<file path="src/rtl/booth_mult_arbiter_pkg.sv">
// Shared types and constants for the Booth multiplier arbiter.
// FSM encoding and the multiplier timeout length.
package booth_mult_arbiter_pkg;

    typedef enum logic [1:0] {
        S_IDLE,
        S_LOAD,
        S_BUSY,
        S_RESP
    } state_t;

    // BUSY cycles allowed before a job is declared failed
    function automatic int tmo_cycles(input int nb);
        return (1 << nb) + 2;
    endfunction

endpackage

</file>
<file path="src/rtl/booth_rr_arbiter.sv">
// Combinational round-robin picker.
// First set request at or above ptr, wrapping at NREQ-1.
module booth_rr_arbiter
    import booth_mult_arbiter_pkg::*;
#(
    parameter int NREQ = 4,
    parameter int IDW  = $clog2(NREQ)
) (
    input  logic [NREQ-1:0] req,
    input  logic [IDW-1:0]  ptr,
    output logic [NREQ-1:0] gnt,
    output logic [IDW-1:0]  gnt_id,
    output logic            any_gnt
);

    localparam logic [IDW:0] NR = (IDW+1)'(NREQ);

    logic [IDW:0] sum;

    always_comb begin
        gnt     = '0;
        gnt_id  = '0;
        any_gnt = 1'b0;
        sum     = '0;
        for (int i = 0; i < NREQ; i++) begin
            sum = {1'b0, ptr} + (IDW+1)'(i);
            if (sum >= NR) sum = sum - NR;
            if (!any_gnt && req[sum[IDW-1:0]]) begin
                any_gnt             = 1'b1;
                gnt[sum[IDW-1:0]]   = 1'b1;
                gnt_id              = sum[IDW-1:0];
            end
        end
    end

endmodule

</file>
<file path="src/rtl/booth_mult_arbiter.sv">
// Shares one sequential Booth multiplier between NREQ requesters.
// Round-robin grant, load/run/done sequencing, tagged response.
module booth_mult_arbiter
    import booth_mult_arbiter_pkg::*;
#(
    parameter  int NREQ = 4,
    parameter  int Nb   = 2,
    localparam int N    = 2**Nb,
    parameter  int IDW  = $clog2(NREQ)
) (
    input  logic              clk,
    input  logic              rst,
    input  logic [NREQ-1:0]   req_valid,
    output logic [NREQ-1:0]   req_ready,
    input  logic [NREQ*N-1:0] req_m,
    input  logic [NREQ*N-1:0] req_q,
    output logic              rsp_valid,
    input  logic              rsp_ready,
    output logic [IDW-1:0]    rsp_id,
    output logic [2*N-1:0]    rsp_p,
    output logic              rsp_err,
    output logic              mul_ld,
    output logic [N-1:0]      mul_im,
    output logic [N-1:0]      mul_iq,
    input  logic              mul_pd,
    input  logic [2*N-1:0]    mul_p
);

    localparam int             CW       = $clog2(N+3);
    localparam int             TMO      = tmo_cycles(Nb);
    localparam logic [CW-1:0]  CNT_LAST = CW'(TMO-1);
    localparam logic [IDW-1:0] LAST_ID  = IDW'(NREQ-1);

    state_t          state, nstate;
    logic [IDW-1:0]  ptr;
    logic [IDW-1:0]  id_q;
    logic [CW-1:0]   cnt;
    logic [NREQ-1:0] gnt;
    logic [IDW-1:0]  gnt_id;
    logic            any_gnt;
    logic [N-1:0]    sel_m;
    logic [N-1:0]    sel_q;

    booth_rr_arbiter #(
        .NREQ (NREQ),
        .IDW  (IDW)
    ) u_arb (
        .req     (req_valid),
        .ptr     (ptr),
        .gnt     (gnt),
        .gnt_id  (gnt_id),
        .any_gnt (any_gnt)
    );

    always_comb begin
        sel_m = '0;
        sel_q = '0;
        for (int i = 0; i < NREQ; i++) begin
            if (gnt[i]) begin
                sel_m = req_m[i*N +: N];
                sel_q = req_q[i*N +: N];
            end
        end
    end

    always_ff @(posedge clk) begin
        if (!rst) state <= S_IDLE;
        else      state <= nstate;
    end

    always_comb begin
        nstate    = state;
        req_ready = '0;
        mul_ld    = 1'b0;
        rsp_valid = 1'b0;
        unique case (state)
            S_IDLE: begin
                req_ready = gnt;
                if (any_gnt) nstate = S_LOAD;
            end
            S_LOAD: begin
                mul_ld = 1'b1;
                nstate = S_BUSY;
            end
            S_BUSY: begin
                if (mul_pd || cnt == CNT_LAST) nstate = S_RESP;
            end
            S_RESP: begin
                rsp_valid = 1'b1;
                if (rsp_ready) nstate = S_IDLE;
            end
            default: nstate = S_IDLE;
        endcase
    end

    always_ff @(posedge clk) begin
        if (!rst) begin
            ptr     <= '0;
            id_q    <= '0;
            cnt     <= '0;
            mul_im  <= '0;
            mul_iq  <= '0;
            rsp_p   <= '0;
            rsp_err <= 1'b0;
        end else begin
            if (state == S_IDLE && any_gnt) begin
                id_q   <= gnt_id;
                mul_im <= sel_m;
                mul_iq <= sel_q;
            end
            if (state == S_LOAD) cnt <= '0;
            // mul_p is only trustworthy in the mul_pd cycle
            if (state == S_BUSY) begin
                cnt <= cnt + 1'b1;
                if (mul_pd) begin
                    rsp_p   <= mul_p;
                    rsp_err <= 1'b0;
                end else if (cnt == CNT_LAST) begin
                    rsp_p   <= '0;
                    rsp_err <= 1'b1;
                end
            end
            if (state == S_RESP && rsp_ready) begin
                ptr <= (id_q == LAST_ID) ? '0 : id_q + 1'b1;
            end
        end
    end

    assign rsp_id = id_q;

endmodule

</file>
<file path="config.mk">
export PLATFORM = sky130hd
export DESIGN_NAME = booth_mult_arbiter
export DESIGN_NICKNAME = d
export VERILOG_FILES = /design/src/rtl/booth_mult_arbiter_pkg.sv /design/src/rtl/booth_rr_arbiter.sv /design/src/rtl/booth_mult_arbiter.sv
export SDC_FILE = /design/constraint.sdc
export NUM_CORES = 1
export LEC_CHECK = 0
export CORE_MARGIN = 2
export CORE_UTILIZATION = 40
export CTS_CLUSTER_DIAMETER = 50
export DETAILED_ROUTE_END_ITERATION = 6
export DONT_BUFFER_PORTS = 1
export HOLD_SLACK_MARGIN = 0.15
export PLACE_DENSITY = 0.63
export SYNTH_ARGS = -nofsm -noshare
export SYNTH_HDL_FRONTEND = slang
export SYNTH_HIERARCHICAL = 1
export SYNTH_SLANG_ARGS = --single-unit
</file>
<file path="constraint.sdc">
create_clock -name clk -period 3.7 [get_ports clk]
set_input_delay 0.37 -clock clk [delete_from_list [all_inputs] [get_ports clk]]
set_output_delay 0.37 -clock clk [all_outputs]
set_load 0.01 [all_outputs]
</file>
==> reports/qor.csv <==
stage;metric;value;unit
cts;insertion_delay;270;ps
cells_and_area;fin_util;0.443;
yosys;synth_async_sr_flop_share;0;
yosys;yosysWarnings;6;
yosys;yosysSeqAreaShare;0.302;
placement;hpwl;3.23;mm
cells_and_area;diodes;0;
job;cap_violations;0;
worst_setup_path;worstSetupPathType;reg2out;
cts;cts_resized;0;
floorplan;num_rows;23;
cts;path_clk_slew;90;ps
routing;viasPerCell;6.40;
worst_setup_path;cp.required;3330;ps
worst_setup_path;worstRegToRegCells;7;
yosys;yosysUniqueCellTypes;40;
cells_and_area;layout_commonest_cell;dfxtp_1;
yosys;synth_top_flop_cell;dfxtp_1;
yosys;synth.cell_area;0.00173;sq mm
floorplan;coreArea;0.00409;sq mm
cells_and_area;area_delta_synth_final;4.93;%
routing;drt_pre_antenna_iters;7;
placement;io_buffer_count;0;
sta;slew_headroom;0.316;
yosys;synth-seq-cells;26;
worst_setup_path;endpoint_kind;primary output;
global_routing;grt_pass1_vias;1438;
yosys;syn_inst;180;
worst_setup_path;path_max_fanout;13;
routing;drt_wl_total;4.12;mm
yosys;syn_area_per_cell;9.59;sq um
cts;cts_setup_buffers;0;
sta;maxSlewViolCount;0;
cells_and_area;final_cell_mix;dfxtp_1 (26), ha_1 (13), a21oi_1 (12);
hold_path;min_delay_worst_endpoint;rsp_p[6];
hold_path;holdPathStages;1;
worst_setup_path;timing.rr.start;ptr[0];
sta;fin_tns_setup;0;ps
sta;hold_slack;221;ps
global_routing;grt_max_degree;23;
global_routing;grt_first_pass_wirelength;6.87;mm
sta;fmax;302;MHz
routing;wl_per_cell;18.3;um
worst_setup_path;arrival;2940;ps
cts;clk_path_buf_depth;2;
sta;skew;4.46;ps
cells_and_area;drive_above_1_share;0.0914;
global_routing;gr-usage-all-layers;0.170;
hold_path;min-delay-start;mul_p[6];
sta;tightest_slew;1020;ps
floorplan;start_util;0.422;
power_and_ir_drop;leakage;0.000689;uW
worst_setup_path;cp-start-kind;flop;
power_and_ir_drop;p_per_area;613;mW/mm^2
hold_path;hp-class;in2reg;
sta;finalSetupViolations;0;
sta;rsz0062_at_grt;false;
sta;fin_crit;3310;ps
worst_setup_path;r2r-end;mul_im[2];
worst_setup_path;rrSetupSlack;540;ps
routing;drt-initial-drc-count;136;
sta;finalHoldViolations;0;
floorplan;fp.dieH;69.7;um
cells_and_area;fin_nets;237;
yosys;synth_edf_count;0;
placement;gp_congestion;0.837;
cells_and_area;fillers;395;
yosys;synth.net_count;241;
sta;period_share;0.894;
cts;cts_max_level;1;
routing;post-route-drc-count;0;
routing;ant_nets;0;
cts;cts_tree;built;
global_routing;grt.busiest_layer;met2;
floorplan;die_x;69.7;um
routing;via_count;1440;
cts;numCtsBuffers;3;
power_and_ir_drop;finalPower;1110;uW
global_routing;use_met2;0.303;
cts;cts-hold-fix-buffers;0;
global_routing;overflow;0;
global_routing;antenna_found_initial;0;
floorplan;pin_count;73;
global_routing;use_met3;0.0494;
power_and_ir_drop;peakVddDrop;258;uV
cts;clkSinkCount;26;
run_status;status;finished clean;
cts;cts-root-buf;clkbuf_8;
floorplan;die_area;0.00485;sq mm
global_routing;use_met1;0.195;
## state kept, by name (all words and copies together) (netlist names)
register and count:
cnt 3, mul_im 4, mul_iq 4, ptr 2, rsp_err 1, rsp_id 2
rsp_p 8, state 2
## power breakdown
part | switching, uW | total [uW] | internal (uW)
logic | 262 | 443 | 181
clock network | 91.5 | 236 | 145
registers | 81.4 | 431 | 350
total | 435 | 1110 | 676
## routing by layer
layer / vias up / share of wire
met5: - / 0
met4: 0 / 0.015
met3: 8 / 0.078
met2: 57 / 0.52
met1: 692 / 0.39
li1: 683 / -
## worst max-delay path: stages (launching register included)
cell and delay (ps):
dfxtp_1 340, buf_4 200, mux4_2 650, and2b_2 300, a22oi_1 70, o21ai_0 800
and2_1 300
## layout make-up
cell class	count	area (sq um)	area share
inverters	11	41.3	0.0228
repair buffers	3	22.5	0.0124
clock inverters	1	30.0	0.0166
well taps	50	62.6	0.0346
clock buffers	3	41.3	0.0228
flip-flops and latches	26	520	0.287
multi-input cells	131	1090	0.603
## Yosys cell counts (all sizes together) (4+ instances only)
library cell | number | area, sq um
a222oi | 8 | 80.1
inv | 11 | 41.3
and2 | 7 | 43.8
nor2 | 4 | 15.0
buf | 6 | 48.8
a21oi | 12 | 60.1
o211ai | 8 | 60.1
ha | 13 | 163
nor2b | 5 | 31.3
o21ai | 6 | 30.0
mux4 | 4 | 97.6
nand2 | 9 | 33.8
clkbuf | 6 | 22.5
a22o | 8 | 70.1
dfxtp | 26 | 521
mux2i | 6 | 60.1
a22oi | 8 | 60.1
nand4b | 7 | 61.3
## worst max-delay path by stage
stage               startpoint      endpoint  slack [ps]  cells after the start
finish                  ptr[0]  req_ready[3]         390                      6
floorplan               ptr[0]  req_ready[2]         890                     10
global placement        ptr[0]     mul_im[2]         660                      7
detailed placement      ptr[0]     mul_im[2]         600                      7
global route            ptr[1]  req_ready[3]         140                      7
CTS                     ptr[0]  req_ready[3]         380                      6
## logic make-up after synthesis
family                   share of synthesized area
adder cells (fa/ha/maj)                     0.0943
AO/OA/AOI/OAI                                0.273
multiplexers                                 0.104
buffers and inverters                       0.0653
AND/OR/NAND/NOR                              0.162
flip-flops                                   0.302
## through the flow
step / cells / area [sq um] / setup WS (ps)
after floorplan: 180 / 1730 / 889
after global placement: 221 / 1740 / 663
after detailed placement: 221 / 1740 / 597
after CTS: 225 / 1810 / 381
after global routing: 225 / 1810 / 143
final: 225 / 1810 / 393
(Power assumes the default switching activity.)
